===== src/rtl/lcd_bus_responder.sv =====
// HD44780-style parallel bus responder: decodes commands and data writes into a
// 32-byte display RAM with a cursor and a command-length busy flag.
module lcd_bus_responder #(
  parameter int CMD_CYCLES   = 2000,
  parameter int CLEAR_CYCLES = 80000
) (
  input  logic       clk,
  input  logic       reset,
  input  logic       e,
  input  logic       rs,
  input  logic [7:0] d,
  output logic       busy,
  output logic [4:0] cursor,
  input  logic [4:0] rd_addr,
  output logic [7:0] rd_data,
  output logic       cmd_valid,
  output logic [8:0] cmd_code,
  output logic       overrun
);

  typedef enum logic [1:0] {IDLE, EXEC, FILL, BUSY} state_t;

  localparam int MAX_CYCLES = (CMD_CYCLES > CLEAR_CYCLES) ? CMD_CYCLES : CLEAR_CYCLES;
  localparam int CW = $clog2(MAX_CYCLES + 1);
  localparam logic [CW-1:0] CMD_REM   = CW'(CMD_CYCLES - 1);
  localparam logic [CW-1:0] CLEAR_REM = CW'(CLEAR_CYCLES - 1);
  localparam logic [CW-1:0] FILL_REM  = CW'(CLEAR_CYCLES - 33);
  localparam logic [CW-1:0] ONE       = CW'(1);

  logic          e_s1, e_s2, e_s3;
  logic          rs_s1, rs_s2;
  logic [7:0]    d_s1, d_s2;
  logic          fall, accept, is_clear;
  state_t        state, state_next;
  logic [CW-1:0] cnt, cnt_next, exec_rem;
  logic [4:0]    fill_addr, fill_next, cursor_next;
  logic          inc, inc_next;
  logic          ram_we;
  logic [4:0]    ram_waddr;
  logic [7:0]    ram_wdata;
  logic [7:0]    ram [32];

  always_ff @(posedge clk or negedge reset) begin
    if (!reset) begin
      e_s1  <= 1'b0;
      e_s2  <= 1'b0;
      e_s3  <= 1'b0;
      rs_s1 <= 1'b0;
      rs_s2 <= 1'b0;
      d_s1  <= 8'h00;
      d_s2  <= 8'h00;
    end else begin
      e_s1  <= e;
      e_s2  <= e_s1;
      e_s3  <= e_s2;
      rs_s1 <= rs;
      rs_s2 <= rs_s1;
      d_s1  <= d;
      d_s2  <= d_s1;
    end
  end

  assign fall     = e_s3 & ~e_s2;
  assign accept   = fall && (state == IDLE);
  assign is_clear = !cmd_code[8] && (cmd_code[7:0] == 8'h01);

  // cnt holds the BUSY cycles still owed after EXEC (and FILL for clear)
  always_comb begin
    state_next  = state;
    cnt_next    = cnt;
    fill_next   = fill_addr;
    cursor_next = cursor;
    inc_next    = inc;
    exec_rem    = CMD_REM;
    ram_we      = 1'b0;
    ram_waddr   = cursor;
    ram_wdata   = cmd_code[7:0];
    case (state)
      IDLE: begin
        if (accept) state_next = EXEC;
      end
      EXEC: begin
        if (cmd_code[8]) begin
          ram_we      = 1'b1;
          cursor_next = inc ? cursor + 5'd1 : cursor - 5'd1;
        end else if (is_clear) begin
          cursor_next = 5'd0;
          inc_next    = 1'b1;
        end else if (cmd_code[7:1] == 7'b0000001) begin
          cursor_next = 5'd0;
          exec_rem    = CLEAR_REM;
        end else if (cmd_code[7:2] == 6'b000001) begin
          inc_next = cmd_code[1];
        end else if (cmd_code[7]) begin
          cursor_next = cmd_code[4:0];
        end
        if (is_clear) begin
          state_next = FILL;
          fill_next  = 5'd0;
          cnt_next   = FILL_REM;
        end else if (exec_rem == '0) begin
          state_next = IDLE;
        end else begin
          state_next = BUSY;
          cnt_next   = exec_rem;
        end
      end
      FILL: begin
        ram_we    = 1'b1;
        ram_waddr = fill_addr;
        ram_wdata = 8'h20;
        fill_next = fill_addr + 5'd1;
        if (fill_addr == 5'd31) state_next = (cnt == '0) ? IDLE : BUSY;
      end
      BUSY: begin
        if (cnt <= ONE) state_next = IDLE;
        else            cnt_next   = cnt - ONE;
      end
      default: state_next = IDLE;
    endcase
  end

  // busy follows the FSM one cycle late so it rises the cycle after cmd_valid
  always_ff @(posedge clk or negedge reset) begin
    if (!reset) begin
      state     <= IDLE;
      cnt       <= '0;
      fill_addr <= 5'd0;
      cursor    <= 5'd0;
      inc       <= 1'b1;
      busy      <= 1'b0;
      cmd_valid <= 1'b0;
      cmd_code  <= 9'h000;
      overrun   <= 1'b0;
    end else begin
      state     <= state_next;
      cnt       <= cnt_next;
      fill_addr <= fill_next;
      cursor    <= cursor_next;
      inc       <= inc_next;
      busy      <= (state != IDLE);
      cmd_valid <= accept;
      overrun   <= fall && (state != IDLE);
      if (accept) cmd_code <= {rs_s2, d_s2};
    end
  end

  always_ff @(posedge clk) begin
    if (ram_we) ram[ram_waddr] <= ram_wdata;
  end

  always_ff @(posedge clk or negedge reset) begin
    if (!reset) rd_data <= 8'h00;
    else        rd_data <= ram[rd_addr];
  end

endmodule


===== config.mk =====
export PLATFORM = sky130hd
export DESIGN_NAME = lcd_bus_responder
export DESIGN_NICKNAME = d
export VERILOG_FILES = /design/src/rtl/lcd_bus_responder.sv
export SDC_FILE = /design/constraint.sdc
export NUM_CORES = 1
export LEC_CHECK = 0
export ABC_AREA = 1
export ABC_CLOCK_PERIOD_IN_PS = 3500
export CORE_ASPECT_RATIO = 1.75
export CORE_MARGIN = 2
export CORE_UTILIZATION = 60
export CTS_BUF_LIST = sky130_fd_sc_hd__clkbuf_4
export DETAILED_ROUTE_END_ITERATION = 16
export GPL_ROUTABILITY_DRIVEN = 0
export MAX_ROUTING_LAYER = met4
export PLACE_DENSITY = 0.74
export SETUP_SLACK_MARGIN = 0.2
export SYNTH_ARGS = -nofsm -noshare
export SYNTH_HDL_FRONTEND = slang
export SYNTH_SLANG_ARGS = --single-unit

===== constraint.sdc =====
create_clock -name clk -period 3.5 [get_ports clk]
set_clock_uncertainty 0.1 [all_clocks]
set_input_delay 1.05 -clock clk [delete_from_list [all_inputs] [get_ports clk]]
set_output_delay 1.05 -clock clk [all_outputs]
set_load 0.02 [all_outputs]

# --- Yosys cells after proc, flatten, opt, wreduce, memory -nomap -nowiden ---
# Memories as Yosys holds them, arrays and structs flattened. A register that Yosys moved wholly into a read port is not among the register bits.
# Cells that the tools add are included.
word_totals:
  ram_bits: 256
  mem_count: 1
  elab_cells: 90
  ff_bits: 63
  out_inout_bits: 25
memory_table:
  columns: ["name", "depth", "width", "read_ports", "rd_clocked_by_memory_dff", "write_ports", "line_no", "text"]
  rows:
  - ["ram", 32, 8, 1, 1, 1, "41", "logic [7:0] ram [32];"]
op_classes:
  n_bitwise: 3
  n_eq_ne: 15
  muxes: 32
  reduce_logical: 18
  n_lt_le_gt_ge: 1
  n_addsub: 4
ops:
  columns: ["op", "count"]
  rows:
  - ["17-bit 2-to-1 mux", 7]
  - ["5-bit 2-to-1 mux", 8]
  - ["17-bit logical NOT", 2]
  - ["17-bit one-hot mux with 2 select lines", 1]
  - ["17-bit by 1-bit <= comparator with 1-bit output, second input constant", 1]
  - ["17-bit by 1-bit subtractor with 17-bit output, second input constant", 1]
  - ["2-bit 2-to-1 mux", 6]
  - ["2-bit inequality test, second input constant", 6]
  - ["5-bit by 1-bit adder with 5-bit output, second input constant", 2]
  - ["5-bit one-hot mux with 2 select lines", 1]
  - ["3-bit AND reduction", 3]
  - ["8-bit by 1-bit == test with 1-bit output, second input constant", 1]
  - ["8-bit 2-to-1 mux", 1]
  - ["2-bit one-hot mux with 4 select lines", 1]
  - ["2-bit nonzero test", 4]
  - ["7-bit by 1-bit == test with 1-bit output, second input constant", 1]
  - ["6-bit by 1-bit == test with 1-bit output, second input constant", 1]
  - ["1-bit 2-to-1 mux", 6]
  - ["5-bit == test, second input constant", 1]
  - ["5-bit by 1-bit subtractor with 5-bit output, second input constant", 1]
  - ["2-bit == test, second input constant", 2]
  - ["4-bit inequality test, second input constant", 1]
  - ["4-bit AND reduction", 1]
  - ["4-bit nonzero test", 1]
  - ["other kinds (9)", 13]

# --- Depth between registers and ports, before layout ---
logic_depth:
  depth_word: 9
  ltp_mapped: 12

# --- Least setup slack after synthesis ---
# Ideal clock, no wire load.
synth_path:
  path_kind: "reg-to-reg"
  start: "reg state[0]"
  end: "mem ram[10][0], enable pin"
  required_time_ps: 3030
  setup_ps: 370
  path_slack_ps: 1193
  path_stages_with_launch: 10
  arrival_time_ps: 1837
  period_less_slack_ps: 2307
  cell_sequence: "dfrtp_1 inv_1 ha_1 buf_4 inv_2 or2_1 o21ai_0 inv_1 nand3_1 nor2_1"
synth_between:
  elab_chain_cells: 4
synth_lines:
  columns: ["element", "line_no", "text"]
  rows:
  - ["from (decl)", "34", "state_t state, state_next;"]
  - ["from (signal assigned)", "136", "state <= state_next;"]
  - ["2-bit == test / 2-bit by 1-bit == test with 1-bit output (equally long branches)", null, null]
  - ["1-bit one-hot mux with 2 select lines", "78", "case (state)"]
  - ["1-bit 2-to-1 mux", "149", "if (ram_we) ram[ram_waddr] <= ram_wdata;"]
  - ["1-bit 2-to-1 mux (not written as such)", "149", null]
  - ["to (decl)", "41", null]
# Several ways; a longest one is shown, not always the timed one.

# --- Final worst setup path ---
layout_path:
  start: "reg cmd_code[8]"
  end: "out cmd_code[8]"
layout_lines:
  columns: ["element", "line_no", "text"]
  rows:
  - ["from (decl)", "17", "output logic [8:0] cmd_code,"]
  - ["from (signal assigned)", "144", "if (accept) cmd_code <= {rs_s2, d_s2};"]
# No word-level cell between the ends.

==> impl_metrics.yaml <==
outcome:
  status: "finished clean"
routing:
  drtIter0Drc: 810
  via_per_inst: 5.533
  vias: 10009
  drt-total-wl_um: 32400
  drc: 0
  postRouteAntennaNets: 0
  wl_per_cell_um: 17.91
  dr.pass1.iters: 5
critical_path:
  slowest_delay_ns: 0.67
  worstReg2RegEnd: "ram[9][4]"
  reg2reg_depth: 7
  ff2ff_setup_slack_ns: 0.51
  cp_top_family: "buffers and inverters"
  worstPathCellList: "clkdlybuf4s50_1"
  cpMaxStageDelayCell: "clkdlybuf4s50_1"
  cp-end-kind: "output port"
  cp_max_fo: 10
  arrival_ns: 1.87
  critPathRequiredTime_ns: 2.35
  criticalPathCategory: "flip-flop to output port"
  cp_num_cells: 1
  worstReg2RegStart: "state[0]"
  crit_buf_inv: 1
  critPathLaunchType: "flip-flop"
  startpoint: "cmd_code[8]"
  crit_end: "cmd_code[8]"
die:
  io_pins: 42
  die_w_um: 119.7
  die_h_um: 206.4
  row_count: 74
  start_util: 0.6070
  fp.coreArea_um2: 23150
  die_area_um2: 24700
global_route:
  antenna_found_initial: 2
  grt.total_usage: 0.2814
  grt_pass1_vias: 10057
  grt_max_degree: 95
  grt_pass1_wl_um: 50990
  grt_overflow: 0
clock_tree:
  cts.sinks: 327
  hold_buffers: 0
  cts_resized: 0
  clkLatencyLatePin_ns: 0.71
  clk_pin_slew_ns: 0.08
  htreeDepth: 3
  clk_path_buf_depth: 3
  cts_buffers: 71
  cts_tree: "yes"
  cts_setup_buffers: 0
  root_buffer: "clkbuf_4"
finish:
  drive_gt1_frac: 0.1384
  stdcell_area_um2: 15780
  syn2layout_area_growth_pct: 12.33
  layout.nets: 1478
  multi_input_area_um2: 4121
  register_area_um2: 9465
  nFillCells: 1758
sta:
  hold_viol: 0
  maxSlewViolCount: 0
  max_slew_margin: 0.3434
  fin_crit_sh: 0.8620
  setup_viol: 0
  max_freq_mhz: 331.4
  worst_pin_slew_ns: 0.9813
  finalSetupTns_ns: 0
  rsz0062_at_grt: "no"
  min_period_ns: 3.017
synth:
  yosysSeqAreaShare: 0.6737
  synth_xor_area_frac: 0.001247
  synth-edff-count: 256
  async_flop_share: 0.2171
  synthesis.area_um2: 14050
  ys_ff_latch: 327
  synth-compound-area-share: 0.01523
  syn_nets: 1385
  ys_dominant_reg_cell: "edfxtp_1"
  ys_warn_count: 0
  syn-mean-instance-area_um2: 10.36
  synth_cells: 1356
  synth_cell_type_count: 36
  synthMuxAreaShare: 0
  synth_top_family_by_area: "simple AND/OR/NAND/NOR gates"
  yosys.area_share.simple: 0.2644
  synthAdderAreaFrac: 0.01122
placement:
  placed_cell_area_um2: 14890
  io_buffers: 41
  hpwl_um: 20680
job:
  cap_violations: 0
power_and_ir_drop:
  cellLeakagePower_uw: 0.006430
  ir_drop_v: 0.0006377
  power-per-cell-area_nw_per_um2: 703.9
min_path:
  min_from: "d_s1[3]"
  hold_class: "flip-flop to flip-flop"
==> cells in the final DEF (no fill, tap or decap), types with 2 or more instances in the layout <==
cell	instances
inv_1	45
buf_12	3
clkbuf_4	101
ha_1	11
edfxtp_1	256
clkdlybuf4s50_1	38
clkinv_1	19
or2_2	6
nor2_2	13
clkinv_2	5
dfrtp_1	70
inv_2	5
o21bai_1	2
buf_4	39
nor2_1	73
nand2_2	22
o21ai_2	2
nor2_4	4
a21oi_1	7
diode_2	2
nand3_2	2
nand2_1	501
nand3_1	238
o21ai_0	24
xor2_1	2
==> how the worst min path moves through the flow <==
stage | end | slack (ns) | depth (start not counted)
2_1_floorplan | d_s2[0] | 0.23 | 0
3_3_place_gp | d_s2[4] | 0.23 | 0
3_5_place_dp | d_s2[1] | 0.24 | 0
4_1_cts | d_s2[3] | 0.24 | 0
5_1_grt | d_s2[3] | 0.25 | 0
6_report | d_s2[3] | 0.24 | 0
==> routing by layer <==
layer  GRT usage  share of wire
met1      0.2889           0.35
met2      0.5192           0.55
met3     0.04332          0.055
met4      0.1382          0.043
met5           -              0
==> layout make-up <==
| class | count | area share |
|---|---|---|
| diodes | 2 | 0.0003171 |
| well taps | 304 | 0.02410 |
| inverters | 49 | 0.01173 |
| repair buffers | 81 | 0.04677 |
| clock inverters | 26 | 0.008166 |
| multi-input cells | 919 | 0.2611 |
| clock buffers | 101 | 0.04804 |
| flip-flops and latches | 327 | 0.5997 |
==> sequential cells by signal, indices dropped and copies added, names as in the netlist, 2 cells and up <==
| signal | cells |
|---|---|
| cmd_code | 9 |
| cnt | 17 |
| cursor | 5 |
| d_s1 | 8 |
| d_s2 | 8 |
| fill_addr | 5 |
| ram | 256 |
| rd_data | 8 |
| state | 2 |
==> cell usage after synthesis, types with 2 or more instances <==
library cell  count  area, µm²
xor2_1            2      17.52
buf_6             2      22.52
o21ai_2           2      17.52
or2_2             6      37.54
nand2_2          22      137.6
inv_2             3      11.26
nand3_2           2      20.02
nand3_1         238       1191
a21oi_1           7      35.03
nor2_1           80      300.3
clkbuf_1         16      60.06
buf_2            39      195.2
dfrtp_1          70       1752
buf_1             3      11.26
ha_1             11      137.6
nor2_2            6      37.54
o21bai_1          2      15.01
nand2_1         501       1881
inv_1            46      172.7
nor2_4            4      45.04
o21ai_0          24      120.1
edfxtp_1        256       7687
==> metrics by stage <==
step           total power (µW)  std cells    util  hold slack [ns]  setup slack [ns]
2_1_floorplan              7206       1356       -           0.2312             1.193
3_3_place_gp               8315       1680  0.6433           0.2337            0.6497
3_5_place_dp               8381       1680  0.6433           0.2358            0.5658
4_1_cts                   11190       1807  0.6816           0.2422            0.4461
5_1_grt                   11710       1809  0.6818           0.2541            0.3254
6_report                  11110       1809  0.6818           0.2435            0.4829
==> logic make-up after synthesis <==
logic type / after synthesis
compound gates: 39
xor+xnor: 2
fa+ha+maj: 12
buf+inv: 110
flops: 327
simple gates: 866
==> power breakdown <==
part | switching (µW) | internal [µW]
clock network | 1390 | 1410
registers | 274 | 5000
logic | 2180 | 857
total | 3840 | 7270
No activity file was read; power rests on OpenSTA's default activity.
